`src/rtl/ram_text_streamer.sv`:
```
// Scans the character RAM row-major through its read port and streams each byte over valid/ready.
// Define STREAM_EOL_EN to append CR (0x0D) and LF (0x0A) after every row.
module ram_text_streamer #(
  parameter int unsigned DATA_WIDTH = 8,
  parameter int unsigned ROWS       = 4,
  parameter int unsigned COLS       = 32
) (
  input  logic                     clk,
  input  logic                     reset,
  input  logic                     start,
  output logic [$clog2(ROWS)-1:0]  r_row,
  output logic [$clog2(COLS)-1:0]  r_col,
  input  logic [DATA_WIDTH-1:0]    ram_dout,
  output logic [DATA_WIDTH-1:0]    tx_data,
  output logic                     tx_valid,
  input  logic                     tx_ready,
  output logic                     busy,
  output logic                     done
);

  localparam int unsigned RowW = $clog2(ROWS);
  localparam int unsigned ColW = $clog2(COLS);
  localparam logic [RowW-1:0] RowLast = RowW'(ROWS - 1);
  localparam logic [ColW-1:0] ColLast = ColW'(COLS - 1);
`ifdef STREAM_EOL_EN
  localparam logic [DATA_WIDTH-1:0] CharCr = DATA_WIDTH'(8'h0D);
  localparam logic [DATA_WIDTH-1:0] CharLf = DATA_WIDTH'(8'h0A);
`endif

  typedef enum logic [2:0] {
    StIdle,
    StRd,
    StLatch,
    StSend,
`ifdef STREAM_EOL_EN
    StCr,
    StLf,
`endif
    StDone
  } state_e;

  state_e r_state;

  logic w_hs;
  logic w_col_last;
  logic w_row_last;

  assign w_hs       = tx_valid && tx_ready;
  assign w_col_last = (r_col == ColLast);
  assign w_row_last = (r_row == RowLast);

  always_ff @(posedge clk) begin
    if (reset) begin
      r_state  <= StIdle;
      r_row    <= '0;
      r_col    <= '0;
      tx_data  <= '0;
      tx_valid <= 1'b0;
      busy     <= 1'b0;
      done     <= 1'b0;
    end else begin
      done <= 1'b0;
      unique case (r_state)
        StIdle: begin
          if (start) begin
            r_row   <= '0;
            r_col   <= '0;
            busy    <= 1'b1;
            r_state <= StRd;
          end
        end
        // Address is on r_row/r_col this cycle; the RAM registers it at the next edge.
        StRd: r_state <= StLatch;
        StLatch: begin
          tx_data  <= ram_dout;
          tx_valid <= 1'b1;
          r_state  <= StSend;
        end
        StSend: begin
          if (w_hs) begin
            if (!w_col_last) begin
              tx_valid <= 1'b0;
              r_col    <= r_col + 1'b1;
              r_state  <= StRd;
            end else begin
`ifdef STREAM_EOL_EN
              // Keep tx_valid high so CR goes out in the very next cycle.
              tx_data <= CharCr;
              r_state <= StCr;
`else
              tx_valid <= 1'b0;
              if (!w_row_last) begin
                r_row   <= r_row + 1'b1;
                r_col   <= '0;
                r_state <= StRd;
              end else begin
                done    <= 1'b1;
                busy    <= 1'b0;
                r_state <= StDone;
              end
`endif
            end
          end
        end
`ifdef STREAM_EOL_EN
        StCr: begin
          if (w_hs) begin
            tx_data <= CharLf;
            r_state <= StLf;
          end
        end
        StLf: begin
          if (w_hs) begin
            tx_valid <= 1'b0;
            if (!w_row_last) begin
              r_row   <= r_row + 1'b1;
              r_col   <= '0;
              r_state <= StRd;
            end else begin
              done    <= 1'b1;
              busy    <= 1'b0;
              r_state <= StDone;
            end
          end
        end
`endif
        // done is high for exactly this cycle; start here is dropped.
        StDone: r_state <= StIdle;
        default: r_state <= StIdle;
      endcase
    end
  end

endmodule

```
`config.mk`:
```
export PLATFORM = sky130hd
export DESIGN_NAME = ram_text_streamer
export DESIGN_NICKNAME = d
export VERILOG_FILES = /design/src/rtl/ram_text_streamer.sv
export SDC_FILE = /design/constraint.sdc
export NUM_CORES = 1
export LEC_CHECK = 0
export ABC_AREA = 0
export CAP_MARGIN = 20
export CORE_ASPECT_RATIO = 1.2
export CORE_UTILIZATION = 35
export CTS_CLUSTER_DIAMETER = 200
export DETAILED_ROUTE_END_ITERATION = 16
export SETUP_SLACK_MARGIN = 0.1
export SYNTH_ARGS = -nofsm -noshare
export SYNTH_HDL_FRONTEND = slang
export SYNTH_SLANG_ARGS = --single-unit
```
`constraint.sdc`:
```
create_clock -name clk -period 2.25 [get_ports clk]
set_input_delay 0.45 -clock clk [delete_from_list [all_inputs] [get_ports clk]]
set_output_delay 0.45 -clock clk [all_outputs]
set_load 0.05 [all_outputs]
```
==> run metrics <==
die height=60.0 um; Largest stage delay, worst path=830 ps; Synth Cell Area=980 um2; Remaining DRCs=0; vias in the first global route=842; Total Routed Length=2080 um; Tmin final=2020 ps; CTS tree=yes; Synthesized Nets=117; Antenna Cells=0; final hold vios=0; Slew headroom=66.3%; Distinct cells, synth=34; PortBufs=29; main combinational cell family by area after synthesis=simple AND/OR/NAND/NOR gates; fill cell count=273; PwrDens=568 nW/um2; worst slew pin tran=504 ps; Mean Syn Cell Area=9.60 um2; kind of end point of the critical path=output port; first-pass GRT wire length=3540 um; GRT overflow=0; Detailed Route Iter0 Violations=23; Die ar.=3020 um2; Adder-Cell Fraction of Synth Area=3.83%; Setup Viol. Count Final=0; vias after detailed routing=885; largest net degree at the start of global routing=16; worst path bufs/invs=1; dominant synthesized flop cell=dfxtp_1; crit path cell chain=clkdlybuf4s50_1; Max-cap violations=0; CTS Hold Bufs=0; post-CTS sizing=0; Max Clock Skew=6.67 ps; final RePlAce weighted congestion=0.792; Root Driver=clkbuf_4; Via-to-Cell Ratio=5.46; initial antenna violation count=0; Post-synth EDFFs=0; Post-DP HPWL=1500 um; htree depth=1; Inserted Clock Buffers=3; layout cell share with drive strength beyond 1=9.30%; NumNets Final=145; ys async rst share=0%; crit path kind=reg -> out; Post-CTS Repair Setup Buffers=0; Worst EP required=1800 ps; Routed Antenna Nets=0; CTS max path bufs=2; IO Pins=30; CTS sink cnt=21; WL per Instance=12.8 um; final slew viol count=0; DRT Pass-1 Iters=4; Startpoint Class=flip-flop; Hold Path Class=reg -> reg; status=finished clean; Synth Area in XOR/XNOR=0%; Pwr Total=0.740 mW; Max VDD drop=0.295 mV; Final Cycle Share=89.8%; flops & latches, synth=21; Compound-Gate Fraction of Synth Area=16.9%; effective utilization at floorplan=37.6%; post-route setup TNS=0 ps; row cnt=20; Clock Latency Late Sink=300 ps; design area=1300 um2; RSZ-0062 raised after global routing=false; delay-heaviest family, CP=buffers and inverters; mux contribution to synthesized area=8.17%; die width=50.3 um; CP arrival=1570 ps; Leakage=0.458 nW; Area after DPL=1270 um2; clock slew at reported path FFs=120 ps; Critical Path Slowest Stage Cell=clkdlybuf4s50_1; synthesis-to-layout area growth=32.8%; Critical Path Fanout Max=6; Global Route Usage Sum=15.4%; Cells after Synth=102; Seq/Total Area, Yosys=42.9%; FMAX=495 MHz; Simple-Gate Fraction of Synth Area=21.1%; Core Footprint=2600 um2; Ys Warns=0
## sequential cells by signal, summed over array words and instances, names as in the netlist
signal    count
busy          1
done          1
r_col         5
r_row         2
r_state       3
tx_data       8
tx_valid      1
## logic make-up (layout without fill, tap and decap cells)
| logic type | count (synthesis) | after routing |
|---|---|---|
| buffers and inverters | 13 | 40 |
| and+or+nand+nor | 36 | 36 |
| DFF | 21 | 21 |
| adders and majority gates | 3 | 3 |
| AOI/OAI and AO/OA | 21 | 21 |
| muxes | 8 | 8 |
## final timing paths
path         depth (start not counted)     start  slack [ps]       end
min reg2reg                          2      busy         470      busy
max                                  1  tx_valid         230  tx_valid
max reg2reg                          6  r_col[0]         340  r_col[2]
min                                  2      busy         470      busy
## where the power goes
part / internal [mW] / switching [mW] / leakage [nW] / total, mW
clock network: 0.0691 / 0.115 / 0.0150 / 0.184
registers: 0.388 / 0.0169 / 0.171 / 0.405
logic: 0.0658 / 0.0844 / 0.272 / 0.150
total: 0.523 / 0.216 / 0.458 / 0.740
## cell type report
type,instances,area (um2),share of cell area [%]
inverters,5,18.8,1.44
well taps,33,41.3,3.17
multi-input cells,68,489,37.6
repair buffers,31,305,23.5
clock buffers,4,26.3,2.02
flip-flops and latches,21,420,32.3
## through the flow
| stage | hold WS, ps | worst slack (ps) | cells | util, % |
|---|---|---|---|---|
| floorplan | 543 | 237 | 102 | - |
| global placement | 458 | 353 | 158 | 49.0 |
| detailed placement | 456 | 335 | 158 | 49.0 |
| CTS | 474 | 218 | 162 | 50.0 |
| global route | 515 | 167 | 162 | 50.0 |
| finish | 470 | 229 | 162 | 50.0 |
## synth_stat cells (2+ instances only)
master      n  area share (%)
dfxtp_1    21              43
nor2_1     12             4.6
mux2i_1     8             8.2
inv_1       5             1.9
a21oi_1     4             2.0
nand3_1     4             2.0
nand4_1     4             2.6
o2111ai_1   4             3.6
and4_2      3             3.1
clkbuf_1    3             1.1
ha_1        3             3.8
nor3_1      3             1.5
o211ai_1    3             2.3
buf_2       2             1.0
buf_6       2             2.3
nand2_1     2            0.77
o21ai_0     2             1.0
## routing by layer
| layer | share of wire [%] | global-route usage, % | up-vias |
|---|---|---|---|
| met5 | 0 | 0 | - |
| met4 | 0.96 | 8.33 | 0 |
| met3 | 4.7 | 3.05 | 2 |
| met2 | 48 | 27.0 | 28 |
| met1 | 46 | 17.6 | 419 |
| li1 | - | - | 436 |
## cells in the final DEF, fill, tap and decap left out, types with 3 or more instances in the layout
cell type / Yosys / final
clkbuf_4: 0 / 3
dfxtp_1: 21 / 21
inv_1: 5 / 5
a21oi_1: 4 / 4
mux2i_1: 8 / 8
nand4_1: 4 / 4
nor2_1: 12 / 12
nor3_1: 3 / 3
and4_2: 3 / 3
o2111ai_1: 4 / 4
clkdlybuf4s50_1: 0 / 29
ha_1: 3 / 3
o211ai_1: 3 / 3
nand3_1: 4 / 4
(Power assumes the default switching activity.)
